**src/rtl/rec_tran.sv**
```systemverilog
// rtl/rec_tran.sv - OTN serial receiver: FAS hunt, byte deserializer, parity check, ARQ ack line
// Frame = 6 FAS bytes, payload, 1 XOR-parity byte; ACK line returns start/result/stop bits.
module rec_tran #(
  parameter int FRAME_BYTES    = 4164,
  parameter int ACK_BIT_CYCLES = 1,
  parameter int SYNC_STAGES    = 2
) (
  input  logic       i_clk,
  input  logic       i_rst,
  input  logic       i_otn_rx_data,
  output logic       o_otn_tx_ack,
  input  logic       i_arq_en,
  output logic [7:0] o_frame_data,
  output logic       o_frame_data_valid,
  output logic       o_frame_start,
  output logic       o_frame_done,
  output logic       o_frame_ok,
  output logic       o_ack_busy
);

  typedef enum logic [2:0] {HUNT, RECV, CHECK, ACK_START, ACK_BIT, ACK_STOP} state_t;
  localparam logic [47:0] FAS = 48'h282828F6F6F6;

  state_t                 state_q, state_d;
  logic [SYNC_STAGES-1:0] sync_q, sync_d;
  logic [47:0]            sr_q, sr_d;
  logic [2:0]             bit_cnt_q, bit_cnt_d;
  logic [12:0]            byte_cnt_q, byte_cnt_d;
  logic [7:0]             byte_q, byte_d;
  logic [7:0]             par_q, par_d;
  logic [15:0]            ack_cnt_q, ack_cnt_d;
  logic [7:0]             data_q, data_d;
  logic                   valid_q, valid_d;
  logic                   start_q, start_d;
  logic                   done_q, done_d;
  logic                   ok_q, ok_d;
  logic                   ack_q, ack_d;
  logic                   busy_q, busy_d;

  logic        rx_bit;
  logic [47:0] sr_shift;
  logic [7:0]  byte_new;
  logic        byte_full;
  logic        last_byte;
  logic        ack_last;

  assign sync_d    = {sync_q[SYNC_STAGES-2:0], i_otn_rx_data};
  assign rx_bit    = sync_q[SYNC_STAGES-1];
  assign sr_shift  = {rx_bit, sr_q[47:1]};
  assign byte_new  = {rx_bit, byte_q[7:1]};
  assign byte_full = (state_q == RECV) && (bit_cnt_q == 3'd7);
  assign last_byte = (byte_cnt_q == 13'(FRAME_BYTES - 1));
  assign ack_last  = (ack_cnt_q == 16'(ACK_BIT_CYCLES - 1));

  always_ff @(posedge i_clk or posedge i_rst) begin
    if (i_rst) begin
      state_q    <= HUNT;
      sync_q     <= '0;
      sr_q       <= '0;
      bit_cnt_q  <= '0;
      byte_cnt_q <= '0;
      byte_q     <= '0;
      par_q      <= '0;
      ack_cnt_q  <= '0;
      data_q     <= '0;
      valid_q    <= 1'b0;
      start_q    <= 1'b0;
      done_q     <= 1'b0;
      ok_q       <= 1'b0;
      ack_q      <= 1'b1;
      busy_q     <= 1'b0;
    end else begin
      state_q    <= state_d;
      sync_q     <= sync_d;
      sr_q       <= sr_d;
      bit_cnt_q  <= bit_cnt_d;
      byte_cnt_q <= byte_cnt_d;
      byte_q     <= byte_d;
      par_q      <= par_d;
      ack_cnt_q  <= ack_cnt_d;
      data_q     <= data_d;
      valid_q    <= valid_d;
      start_q    <= start_d;
      done_q     <= done_d;
      ok_q       <= ok_d;
      ack_q      <= ack_d;
      busy_q     <= busy_d;
    end
  end

  always_comb begin
    state_d = state_q;
    case (state_q)
      HUNT:      if (sr_shift == FAS) state_d = RECV;
      RECV:      if (byte_full && last_byte) state_d = CHECK;
      CHECK:     state_d = i_arq_en ? ACK_START : HUNT;
      ACK_START: if (ack_last) state_d = ACK_BIT;
      ACK_BIT:   if (ack_last) state_d = ACK_STOP;
      ACK_STOP:  if (ack_last) state_d = HUNT;
      default:   state_d = HUNT;
    endcase
  end

  always_comb begin
    sr_d       = sr_q;
    bit_cnt_d  = bit_cnt_q;
    byte_cnt_d = byte_cnt_q;
    byte_d     = byte_q;
    par_d      = par_q;
    data_d     = data_q;
    valid_d    = 1'b0;
    start_d    = 1'b0;
    done_d     = 1'b0;
    ok_d       = ok_q;
    ack_cnt_d  = (state_d == state_q) ? ack_cnt_q + 16'd1 : 16'd0;
    if (state_q == HUNT) sr_d = sr_shift;
    // A fresh hunt must not reuse bits seen before the previous frame.
    if (state_d == HUNT && state_q != HUNT) sr_d = '0;
    if (state_q == HUNT && state_d == RECV) begin
      start_d    = 1'b1;
      ok_d       = 1'b0;
      bit_cnt_d  = 3'd0;
      byte_cnt_d = 13'd6;
      par_d      = 8'd0;
    end
    if (state_q == RECV) begin
      byte_d    = byte_new;
      bit_cnt_d = bit_cnt_q + 3'd1;
      if (byte_full) begin
        byte_cnt_d = byte_cnt_q + 13'd1;
        if (last_byte) begin
          done_d = 1'b1;
          ok_d   = (byte_new == par_q);
        end else begin
          data_d  = byte_new;
          valid_d = 1'b1;
          par_d   = par_q ^ byte_new;
        end
      end
    end
  end

  always_comb begin
    ack_d  = 1'b1;
    busy_d = 1'b0;
    case (state_d)
      ACK_START, ACK_STOP: begin ack_d = 1'b0; busy_d = 1'b1; end
      ACK_BIT:             begin ack_d = ok_q; busy_d = 1'b1; end
      default:             begin ack_d = 1'b1; busy_d = 1'b0; end
    endcase
  end

  assign o_otn_tx_ack       = ack_q;
  assign o_frame_data       = data_q;
  assign o_frame_data_valid = valid_q;
  assign o_frame_start      = start_q;
  assign o_frame_done       = done_q;
  assign o_frame_ok         = ok_q;
  assign o_ack_busy         = busy_q;

endmodule

```
**config.mk**
```make
export PLATFORM = sky130hd
export DESIGN_NAME = rec_tran
export DESIGN_NICKNAME = d
export VERILOG_FILES = /design/src/rtl/rec_tran.sv
export SDC_FILE = /design/constraint.sdc
export NUM_CORES = 1
export LEC_CHECK = 0
export BUFFER_PORTS_ARGS = -buffer_cell sky130_fd_sc_hd__buf_4
export CAP_MARGIN = 20
export CELL_PAD_IN_SITES_DETAIL_PLACEMENT = 0
export CELL_PAD_IN_SITES_GLOBAL_PLACEMENT = 1
export CORE_UTILIZATION = 45
export CTS_CLUSTER_DIAMETER = 150
export CTS_CLUSTER_SIZE = 40
export DETAILED_ROUTE_END_ITERATION = 6
export MAX_ROUTING_LAYER = met4
export PLACE_DENSITY = 0.73
export SLEW_MARGIN = 20
export SYNTH_ARGS = -nofsm -noshare
export SYNTH_HDL_FRONTEND = slang
export SYNTH_SLANG_ARGS = --single-unit
```
**constraint.sdc**
```tcl
create_clock -name i_clk -period 3.9 [get_ports i_clk]
set_input_delay 0.195 -clock i_clk [delete_from_list [all_inputs] [get_ports i_clk]]
set_output_delay 0.195 -clock i_clk [all_outputs]
set_load 0.05 [all_outputs]
```
# Word level (Yosys, flattened, before mapping)

Index checks and enable logic that the tools add are counted.

Register bits: 115
Input bits: 4
Word-level logic and storage cells: 79

Add/subtract/negate cells: 3
Eq/ne operators: 14
Muxes and demuxes: 32
Bitwise logic cells: 2
Reduce and logical (&&, ||, !) cells: 13

Operators by type and width:

| cell                                                              | count |
|---|---|
| 48-bit two-way mux                                                | 2 |
| 48-bit by 46-bit == test with 1-bit output, second input constant | 1 |
| 13-bit two-way mux                                                | 3 |
| 8-bit two-way mux                                                 | 4 |
| 3-bit two-way mux                                                 | 7 |
| 3-bit case mux with 6 select lines                                | 1 |
| 16-bit by 1-bit adder with 16-bit output, second input constant   | 1 |
| 16-bit zero test                                                  | 1 |
| 16-bit two-way mux                                                | 1 |
| 3-bit == test, second input constant                              | 5 |
| 13-bit by 1-bit adder with 13-bit output, second input constant   | 1 |
| 13-bit == test, second input constant                             | 1 |
| 1-bit two-way mux                                                 | 12 |
| 3-bit by 2-bit == test with 1-bit output, second input constant   | 3 |
| 8-bit == test                                                     | 1 |
| 8-bit XOR                                                         | 1 |
| 3-bit by 1-bit == test with 1-bit output, second input constant   | 2 |
| 3-bit zero test                                                   | 2 |
| 1-bit logical AND                                                 | 4 |
| 2-bit nonzero test                                                | 2 |
| 3-bit by 1-bit adder with 3-bit output, second input constant     | 1 |
| 3-bit == test                                                     | 1 |
| 3-bit AND reduction                                               | 1 |
| 3-bit nonzero test                                                | 1 |
| 5 further kinds                                                   | 5 |

# Longest topological paths before layout

Depth after elaboration: 11
Mapped depth: 9
Depth with buffers taken out: 7

# Worst setup path after synthesis

OpenSTA, ideal clock, no wires.

Path type: flip-flop to flip-flop
From: register byte_cnt_q[9]
To: register ack_cnt_q[10]
Data arrival time: 2.110 ns
Path slack: 1.664 ns
Cell stages (with the launch flop): 7
Buffers on the path: 1
Period minus slack after synthesis: 2.236 ns
Cells stage by stage: dfrtp_1 -> or4b_1 -> or4_1 -> a211oi_2 -> o41a_4 -> buf_8 -> nor3_2

Cells in the longest elaborated chain, start to end: 6

Ends and longest elaborated chain:

| item                               | line | RTL |
|---|---|---|
| from (decl)                        | 28   | `logic [12:0] byte_cnt_q, byte_cnt_d;` |
| from (signal assigned)             | 77   | `byte_cnt_q <= byte_cnt_d;` |
| 13-bit == test                     | 52   | `assign last_byte = (byte_cnt_q == 13'(FRAME_BYTES - 1));` |
| 1-bit logical AND                  | 95   | `RECV: if (byte_full && last_byte) state_d = CHECK;` |
| 3-bit two-way mux                  | 95   |  |
| 3-bit case mux with 6 select lines | 93   | `case (state_q)` |
| 3-bit == test                      | 115  | `ack_cnt_d = (state_d == state_q) ? ack_cnt_q + 16'd1 : 16'd0;` |
| 16-bit two-way mux                 | 115  |  |
| via ack_cnt_d[10]                  | 31   | `logic [15:0] ack_cnt_q, ack_cnt_d;` |
| to (signal assigned)               | 80   | `ack_cnt_q <= ack_cnt_d;` |
| to (decl)                          | 31   |  |

The timed path passes the listed nets, and every way through them passes these cells.
A chain may end at the register's enable or synchronous reset.

# Final worst setup path

From: register ack_cnt_q[6]
To: register ack_cnt_q[2]

Cells in the longest elaborated chain, start to end: 5
Elaborated cells on any way between the ends: 7

Ends and longest elaborated chain:

| item                                        | line       | RTL |
|---|---|---|
| 16-bit zero test *                          | 53         | `assign ack_last = (ack_cnt_q == 16'(ACK_BIT_CYCLES - 1));` |
| 3-bit two-way mux, on equally long branches | 99, 97, 98 |  |
| 3-bit case mux with 6 select lines *        | 93         |  |
| 3-bit == test *                             | 115        |  |
| 16-bit two-way mux *                        | 115        |  |
| via ack_cnt_d[2]                            | 31         |  |

Mark *: on every way through the listed nets, which the timed path passes. The rest lies on a longest branch.

==> flow_summary.toml <==
[status]
status = "complete, no violations"

[global_routing]
grt_max_degree = 63
grt_pass1_vias = 3766
grt_first_pass_wirelength_um = 18200
antenna_found_initial = 0
grt_util_all_layers = 0.205
grt.overflow.total = 0

[worst_hold_path]
hold_path_depth = 4
hold_start = "i_arq_en"
min_to = "state_q[1]"
hp-class = "in -> reg"

[routing]
first_iter_violations = 181
first_pass_iters = 4
viasPerCell = 5.42
vias = 3792
drt-wirelength-per-cell_um = 14.9
drc = 0
detail-route-antenna-nets = 0
totalWireLength_um = 10400

[synth]
yosys.area.top_type = "dfrtp_1"
synthMuxAreaShare = 0.0383
ys_ff_latch = 113
synth_xor_area_frac = 0.0285
synth.most_common_cell = "nand2_1"
syn_area_per_cell_um2 = 9.88
syn_inst = 529
synth_fa_ha_area_frac = 0.0120
synth_fp_nets = 538
synth_ff_type = "dfrtp_1"
yosysSeqAreaShare = 0.541
synth-compound-area-share = 0.0960
syn_area_um2 = 5230
synth-async-reset-ratio = 1.00
yosysUniqueCellTypes = 53
synth_top_area_frac = 0.536
synth_edf_count = 0
ys_top_cells_by_area = "dfrtp_1, nand2_1, a21oi_1"
ys_top_cells_by_count = "nand2_1, dfrtp_1, a21oi_1"
synth_top_family_by_area = "simple AND/OR/NAND/NOR gates"
synth-simple-area-share = 0.250
ys.warnings.count = 0

[clocking]
cts_root_buf = "clkbuf_16"
cts_buffers = 17
path_clk_slew_ns = 0.06
cts_buffer_depth = 2
clock_latency_ns = 0.41
cts_tree = "built"
cts_max_level = 4
cts_sinks = 113
post_cts.repair.setup_buffers = 0

[worst_setup_path]
cp_slowest_cell = "a2bb2oi_2"
reg2reg_setup_slack_ns = 1.26
worst-path-buf-inv = 0
critPathTopFamily = "simple AND/OR/NAND/NOR gates"
critPathMaxStageDelay_ns = 0.85
worst_ep_required_time_ns = 4.14
cp-end-kind = "flip-flop"
crit_type = "reg -> reg"
r2r-start = "ack_cnt_q[6]"
path_max_fanout = 16
critPathArrivalTime_ns = 2.89
reg2reg_depth = 5
r2r_end = "ack_cnt_q[2]"
path_cells = "nor4_1, and4_1, a31oi_1, a2bb2oi_2, nor3_1"
start_kind = "flip-flop"

[power]
peakVddDrop_uv = 488
leakagePower_nw = 2.75
power_per_cell_area_nw_per_um2 = 765

[timing]
post-route-min-period_ns = 2.64
max_slew_margin = 0.315
maxSlewViolCount = 0
skew_ns = 0.00631
rsz0062_at_grt = "false"
tightest_slew_ns = 1.03
post-route-period-util = 0.677
fin_tns_setup_ns = 0
finalHoldViolCount = 0
setup_viol = 0
fmax_ghz = 0.379

[placement]
placed_cells = 666
place_area_um2 = 5460
place_congestion = 0.750
port_buffers = 17
dp_hpwl_um = 6580

[finish]
stdcell_count = 700
finalNetCount = 556
area_delta_synth_final_pct = 17.5
antennaDiodeCount = 0
drive_gt1_frac = 0.161
design_area_um2 = 6140

[floorplan]
core_area_um2 = 11100
dieArea_um2 = 12000
die_w_um = 110
io_pins = 18
dieHeight_um = 110
initial_core_util = 0.472
rows = 38

[flow_run]
max_cap_viol_count = 0
layout by cell type, fill, tap and decap left out, types with 5 or more instances in the layout:
cell       instances
a21oi_1           48
a22o_1             8
buf_4             24
bufinv_16          5
clkbuf_16         17
clkinv_2           5
dfrtp_1          112
ha_1               5
inv_1             11
mux2_2             8
mux2i_1           11
nand2_1          127
nand3_1           24
nand4_1            6
nor2_1            14
nor2b_1            8
nor3_1            10
nor3_2            11
nor4_1             5
nor4b_1            7
o21ai_0           16
xnor2_1            9
xor2_1             8
power breakdown:
group          internal (mW)  switching [mW]  total [mW]
Clock                   1.18           0.519        1.70
Sequential              1.51           0.289        1.80
Combinational          0.447           0.749        1.20
Total                   3.14            1.56        4.69
stage by stage:
| stage | worst slack [ns] | util | hold WS, ns | total power, mW |
|---|---|---|---|---|
| 2_1_floorplan | 0.719 | - | 0.226 | 2.74 |
| 3_3_place_gp | 1.37 | 0.493 | 0.305 | 3.01 |
| 3_5_place_dp | 1.28 | 0.493 | 0.311 | 3.04 |
| 4_1_cts | 1.27 | 0.554 | 0.305 | 4.76 |
| 5_1_grt | 1.06 | 0.554 | 0.356 | 5.01 |
| 6_report | 1.26 | 0.554 | 0.329 | 4.69 |
cells by family after synthesis:
kind of cell,Yosys count
simple gates,253
mux,19
fa+ha+maj,5
buf+inv,39
xor+xnor,17
compound gates,83
flops,113
how the worst max path moves through the flow:
stage          depth (start not counted)           from            to  slack [ns]
3_5_place_dp                           5   ack_cnt_q[6]  ack_cnt_q[2]        1.28
5_1_grt                                5   ack_cnt_q[6]  ack_cnt_q[2]        1.06
6_report                               5   ack_cnt_q[6]  ack_cnt_q[2]        1.26
2_1_floorplan                          1          i_rst  ack_cnt_q[0]        0.72
4_1_cts                                5   ack_cnt_q[6]  ack_cnt_q[2]        1.27
3_3_place_gp                           5  byte_cnt_q[5]  ack_cnt_q[2]        1.37
tightest hold or removal path, stage by stage:
cell,delay (ns)
buf_4,0.12
nor2_1,0.10
or2_2,0.15
o21ai_0,0.11
sequential cells by signal (all words and copies together) (netlist names):
signal and flops:
state_q 3, bit_cnt_q 3, sync_q 2, sr_q 47, byte_q 7, o_ack_busy 1
o_frame_done 1, o_frame_data 8, o_frame_data_valid 1, ack_cnt_q 16, o_frame_start 1, par_q 8
o_frame_ok 1, byte_cnt_q 13, o_otn_tx_ack 1
layout make-up:
class | instances | area, um2
clock buffer | 21 | 470
clock inverter | 11 | 183
fill | 994 | 4940
inverter | 12 | 47.5
multi-input combinational | 377 | 2230
sequential | 113 | 2830
tap | 140 | 175
timing repair buffer | 26 | 200
routing by layer:
metal,vias up,track usage,routed length (um)
met5,-,-,0
met4,0,0.0752,96
met3,8,0.0587,287
met2,37,0.295,4770
met1,1875,0.276,5290
li1,1872,-,-
timing repair:
item,4_1_cts,5_1_grt
hold endpoints to repair,60,0
gates resized for setup,0,0
hold buffers,2,0
Power figures use the tool's default switching activity.
